$ cat src/rtl/forno_pkg.sv
// forno_pkg: shared state encoding and synchroniser depth for the oven controller
package forno_pkg;
    typedef enum logic [1:0] {IDLE = 2'd0, COOK = 2'd1, PAUSE = 2'd2, DONE = 2'd3} estado_t;
    localparam int SYNC_DEPTH = 2;
endpackage

$ cat src/rtl/sincroniza_botao.sv
// sincroniza_botao: multi-FF synchroniser with falling-edge press detector
module sincroniza_botao
    import forno_pkg::*;
#(
    parameter logic RST_VAL = 1'b1
) (
    input  logic clk,
    input  logic resetn,
    input  logic din,
    output logic sync,
    output logic fall
);
    logic [SYNC_DEPTH-1:0] ff;
    logic prev;
    always_ff @(posedge clk or negedge resetn)
        if (!resetn) begin
            ff   <= {SYNC_DEPTH{RST_VAL}};
            prev <= RST_VAL;
        end else begin
            ff   <= {ff[SYNC_DEPTH-2:0], din};
            prev <= ff[SYNC_DEPTH-1];
        end
    assign sync = ff[SYNC_DEPTH-1];
    assign fall = prev & ~sync;
endmodule

$ cat src/rtl/controle_forno_param.sv
// controle_forno_param: microwave cook-cycle controller with countdown, power duty
// cycling and one-cycle S/R pulses for the magnetron latch
module controle_forno_param
    import forno_pkg::*;
#(
    parameter int TIME_W     = 8,
    parameter int TICK_DIV   = 1000,
    parameter int PWR_LEVELS = 4,
    localparam int PWR_W     = $clog2(PWR_LEVELS),
    localparam int TICK_W    = $clog2(TICK_DIV)
) (
    input  logic              clk,
    input  logic              resetn,
    input  logic              startn,
    input  logic              stopn,
    input  logic              clearn,
    input  logic              door_closed,
    input  logic [TIME_W-1:0] time_load,
    input  logic [PWR_W-1:0]  power_sel,
    output logic              mag_on,
    output logic              S,
    output logic              R,
    output logic              done,
    output logic [1:0]        state,
    output logic [TIME_W-1:0] time_left
);
    estado_t st, st_n;
    logic [TICK_W-1:0] tick, tick_n;
    logic [PWR_W-1:0] slot, slot_n, pwr_lat, pwr_n;
    logic [TIME_W-1:0] time_n;
    logic start_ev, stop_ev, clr_ev, door_sync, door_fall;
    logic unused_s, unused_t, unused_c;
    logic s_n, r_n, mag_n, done_n, wrap;

    sincroniza_botao #(.RST_VAL(1'b1)) u_start (.clk, .resetn, .din(startn), .sync(unused_s), .fall(start_ev));
    sincroniza_botao #(.RST_VAL(1'b1)) u_stop  (.clk, .resetn, .din(stopn),  .sync(unused_t), .fall(stop_ev));
    sincroniza_botao #(.RST_VAL(1'b1)) u_clear (.clk, .resetn, .din(clearn), .sync(unused_c), .fall(clr_ev));
    // door falling edge is the "door opened" event that releases DONE
    sincroniza_botao #(.RST_VAL(1'b0)) u_door  (.clk, .resetn, .din(door_closed), .sync(door_sync), .fall(door_fall));

    always_ff @(posedge clk or negedge resetn)
        if (!resetn) begin
            st        <= IDLE;
            tick      <= '0;
            slot      <= '0;
            pwr_lat   <= '0;
            time_left <= '0;
            S         <= 1'b0;
            R         <= 1'b0;
            mag_on    <= 1'b0;
            done      <= 1'b0;
        end else begin
            st        <= st_n;
            tick      <= tick_n;
            slot      <= slot_n;
            pwr_lat   <= pwr_n;
            time_left <= time_n;
            S         <= s_n;
            R         <= r_n;
            mag_on    <= mag_n;
            done      <= done_n;
        end

    always_comb begin
        st_n   = st;
        tick_n = tick;
        slot_n = slot;
        pwr_n  = pwr_lat;
        time_n = time_left;
        wrap   = tick == TICK_W'(TICK_DIV - 1);
        if (clr_ev) begin
            st_n   = IDLE;
            time_n = '0;
            tick_n = '0;
            slot_n = '0;
        end else
            case (st)
                IDLE:
                    if (start_ev && !stop_ev && door_sync && time_load != '0) begin
                        st_n   = COOK;
                        time_n = time_load;
                        pwr_n  = power_sel;
                        tick_n = '0;
                        slot_n = '0;
                    end
                COOK:
                    if (!door_sync || stop_ev)
                        st_n = PAUSE;
                    else if (wrap) begin
                        tick_n = '0;
                        slot_n = slot == PWR_W'(PWR_LEVELS - 1) ? '0 : slot + 1'b1;
                        time_n = time_left == '0 ? '0 : time_left - 1'b1;
                        st_n   = time_left <= TIME_W'(1) ? DONE : COOK;
                    end else
                        tick_n = tick + 1'b1;
                PAUSE:
                    if (stop_ev) begin
                        st_n   = IDLE;
                        time_n = '0;
                        tick_n = '0;
                        slot_n = '0;
                    end else if (start_ev && door_sync)
                        st_n = COOK;
                DONE:
                    if (start_ev || stop_ev || door_fall) begin
                        st_n   = IDLE;
                        tick_n = '0;
                        slot_n = '0;
                    end
            endcase
    end

    always_comb begin
        s_n    = st_n == COOK && st != COOK;
        r_n    = st == COOK && st_n != COOK;
        mag_n  = st_n == COOK && slot_n <= pwr_n;
        done_n = st_n == DONE;
    end

    assign state = st;
endmodule

$ cat config.mk
export PLATFORM = sky130hd
export DESIGN_NAME = controle_forno_param
export DESIGN_NICKNAME = d
export VERILOG_FILES = /design/src/rtl/forno_pkg.sv /design/src/rtl/sincroniza_botao.sv /design/src/rtl/controle_forno_param.sv
export SDC_FILE = /design/constraint.sdc
export NUM_CORES = 1
export LEC_CHECK = 0
export BUFFER_PORTS_ARGS = -buffer_cell sky130_fd_sc_hd__buf_2
export CAP_MARGIN = 20
export CORE_ASPECT_RATIO = 0.6
export CORE_UTILIZATION = 35
export CTS_CLUSTER_SIZE = 20
export DETAILED_ROUTE_END_ITERATION = 8
export HOLD_SLACK_MARGIN = 0.08
export SLEW_MARGIN = 20
export SYNTH_ARGS = -nofsm -noshare
export SYNTH_HDL_FRONTEND = slang
export SYNTH_SLANG_ARGS = --single-unit
export TNS_END_PERCENT = 100
$ cat constraint.sdc
create_clock -name clk -period 1.9 [get_ports clk]
set_input_delay 0.095 -clock clk [delete_from_list [all_inputs] [get_ports clk]]
set_output_delay 0.095 -clock clk [all_outputs]
set_load 0.01 [all_outputs]
==> impl_metrics.env <==
export IMPL_die_height_um=62.58
export IMPL_synthesis_area_um2=2141
export IMPL_end_kind="flip-flop"
export IMPL_period_share_pct=114.3
export IMPL_synth_cell_types=53
export IMPL_cts_made_buffers=5
export IMPL_postPlaceCellArea_um2=2836
export IMPL_path_class="flip-flop to flip-flop"
export IMPL_grt_max_degree=41
export IMPL_postSynthCellCount=221
export IMPL_maxCapViolations=0
export IMPL_relSlewSlack_pct=64.94
export IMPL_synth_edf_count=0
export IMPL_cts_tree="done"
export IMPL_dp_hpwl_mm=4.392
export IMPL_avgSynthCellArea_um2=9.687
export IMPL_syn_num_nets=248
export IMPL_worstSkewPairLatency_ns=0.29
export IMPL_async_reset_ff_share_pct=100.0
export IMPL_portBuffers=29
export IMPL_via_count=2109
export IMPL_drive_above_1_share_pct=54.65
export IMPL_rsz0062_at_grt="true"
export IMPL_status="complete, but fails checks"
export IMPL_worstHoldPathCells=3
export IMPL_start_util_pct=37.37
export IMPL_fill_cells=506
export IMPL_io_pins=30
export IMPL_max_freq_ghz=0.4607
export IMPL_seq_area_um2=1015
export IMPL_antenna_found_initial=0
export IMPL_seq_area_frac_synth_pct=47.28
export IMPL_p_per_area_nw_per_um2=1285
export IMPL_num_rows=21
export IMPL_hp_class="primary input to flip-flop"
export IMPL_drt_first_iter_violations=117
export IMPL_setup_tns_ns=-1.892
export IMPL_hold_viol_final=0
export IMPL_overflow=0
export IMPL_p_leak_nw=1.581
export IMPL_routed_wl_mm=6.280
export IMPL_crit_chain="and3b_2 -> o211ai_4 -> nor3_4 -> buf_4 -> mux2_4 -> ha_1 -> a21oi_2 -> nor3b_2"
export IMPL_path_max_fanout=3
export IMPL_reg2regPathDepth=8
export IMPL_finalPower_mw=4.387
export IMPL_skew_ns=0.004592
export IMPL_post_route_drc_count=0
export IMPL_synthFlopType="dfrtp_1"
export IMPL_violations="negative setup slack"
export IMPL_finalSetupViolCount=22
export IMPL_cp_start_kind="flip-flop"
export IMPL_fin_nets=359
export IMPL_dr_pass1_iters=4
export IMPL_die_area_um2=6444
export IMPL_required_ns=2.12
export IMPL_wl_per_cell_um=15.21
export IMPL_gp_congestion=0.9859
export IMPL_cp_slowest_cell="dfstp_2"
export IMPL_yosysWarnings=0
export IMPL_antenna_cells=0
export IMPL_tightest_slew_ns=0.5219
export IMPL_grt_pass1_vias=1886
export IMPL_synth_ff_latch_count=40
export IMPL_maxSlewViolCount=0
export IMPL_setup_ws_ns=-0.2708
export IMPL_dieWidth_um=103.0
export IMPL_cts_htree_levels=2
export IMPL_grt_use_total_pct=19.93
export IMPL_core_um2=5728
export IMPL_drt_antenna_violating_nets=0
export IMPL_multiInputGateArea_um2=1356
export IMPL_grt_pass1_wl_mm=9.632
export IMPL_fin_crit_ns=2.171
export IMPL_area_growth_pct=59.50
export IMPL_cp_arrival_ns=2.39
export IMPL_ctsRootBufferMaster="clkbuf_8"
export IMPL_cp_slowest_stage_delay_ns=0.53
export IMPL_vdd_drop_max_mv=0.4988
export IMPL_r2r_setup_slack_ns=-0.27
export IMPL_via_per_inst=5.107
export IMPL_cts_buffer_depth=2
export IMPL_cts_sinks=40
export IMPL_path_clk_slew_ns=0.08
export IMPL_final_area_um2=3415
==> cell usage after synthesis, types with 2 or more instances <==
cell type  number  area share, %
dfstp_2         9             11
nor2_1         12            2.1
and3_1          3           0.88
nand2_1        20            3.5
nand3_1         5            1.2
nor3_1          6            1.4
nand2b_1        4            1.2
a21oi_1        14            3.3
nor3_2          2           0.94
a31oi_1         5            1.5
o21ai_1        22            5.1
dfrtp_1        31             36
o21ai_0        10            2.3
ha_1           11            6.4
inv_1          14            2.5
o21a_1          2           0.70
a22oi_1         3            1.1
buf_2           2           0.47
o31ai_1         5            1.8
o22ai_1         3           0.88
and2_1          4            1.2
nor3b_1         3            1.1
==> logic make-up (layout without fill, tap and decap cells) <==
logic type                 Yosys count  in the layout  synth area share (%)
DFF                                 40             40                 47.28
AOI/OAI and AO/OA                   79             79                 23.85
muxes                                2              2                0.9936
and+or+nand+nor                     71             72                 17.65
buffers and inverters               18            129                 3.799
adders and majority gates           11             11                 6.429
==> path summary, 6_finish.rpt <==
kind                                         startpoint                  endpoint
worst max-delay path             u_start.prev$_DFF_PN1_          mag_on$_DFF_PN0_
worst min-delay path                       time_load[6]  time_left[6]$_DFFE_PN0P_
worst max register to register   u_start.prev$_DFF_PN1_          mag_on$_DFF_PN0_
worst min register to register  u_clear.ff[0]$_DFF_PN1_   u_clear.ff[1]$_DFF_PN1_
max in group asynchronous                        resetn    u_start.prev$_DFF_PN1_
min in group asynchronous                        resetn          mag_on$_DFF_PN0_
==> layout by cell type, fill, tap and decap left out, types with 3 or more instances in the layout <==
master,netlist,layout
a21oi_1,14,10
a21oi_2,0,4
a22oi_1,3,3
a31oi_1,5,4
and2_1,4,3
and3_1,3,3
buf_2,2,29
buf_4,1,65
buf_6,1,6
clkbuf_8,0,5
clkinvlp_4,0,3
dfrtp_1,31,29
dfstp_2,9,9
dlygate4sd3_1,0,7
ha_1,11,6
ha_4,0,3
inv_1,14,10
nand2_1,20,13
nand2_2,1,6
nand2b_1,4,3
nand3_1,5,4
nor2_1,12,12
nor3_1,6,4
o21ai_1,22,16
o21ai_2,0,13
o31ai_1,5,3
==> power breakdown <==
part / switching, mW / internal (mW)
combinational: 1.34 / 1.26
sequential: 0.114 / 0.998
clock: 0.331 / 0.343
==> state kept, by name (all words and copies together) (netlist names) <==
signal / flops
tick: 10
u_start.ff: 2
u_clear.ff: 2
pwr_lat: 2
mag_on: 1
u_clear.prev: 1
u_stop.ff: 2
R: 1
u_door.ff: 2
slot: 2
done: 1
u_stop.prev: 1
u_start.prev: 1
u_door.prev: 1
S: 1
time_left: 8
state: 2
==> layer usage <==
metal	global-route usage (%)	part of all wire, %	wire length, um
met1	32.46	53	3304
met2	24.50	40	2504
met3	5.928	6.8	428
met4	5.282	0.67	42
met5	0	0	0
==> per-stage QoR <==
step                utilization [%]  worst slack (ns)  std cells  hold WS, ns
detailed placement            49.52           -0.3037        382       0.1893
floorplan                         -          -0.06681        221      -0.2006
global route                  59.61           -0.3468        413       0.1336
global placement              49.52           -0.2452        382       0.1865
CTS                           55.22           -0.2070        402       0.1193
finish                        59.61           -0.2708        413       0.1229
==> cell type report <==
type | count | area share, %
Clock buffer | 6 | 2.748
Multi-Input combinational cell | 164 | 39.72
Tap cell | 80 | 2.931
Timing Repair Buffer | 107 | 22.57
Sequential cell | 40 | 29.72
Clock inverter | 2 | 0.4764
Inverter | 14 | 1.832
==> worst max-delay path: cells and delay by family, from the launching register on <==
| kind | cells | cell delay [ns] |
|---|---|---|
| buffers and inverters | 1 | 0.15 |
| AOI/OAI and AO/OA | 2 | 0.17 |
| and+or+nand+nor | 3 | 0.66 |
| adders and majority gates | 1 | 0.29 |
| muxes | 1 | 0.30 |
| DFF | 1 | 0.53 |
==> what timing repair did <==
item / CTS / global route
hold buffers: 7 / 0
hold endpoints to repair: 37 / 0
pin swaps: 14 / 32
setup buffers: 4 / 12
gates resized for setup: 30 / 41
setup endpoints to repair: 21 / 22
gates cloned: 1 / 0
Note: power is estimated with default switching activity, not from simulation.
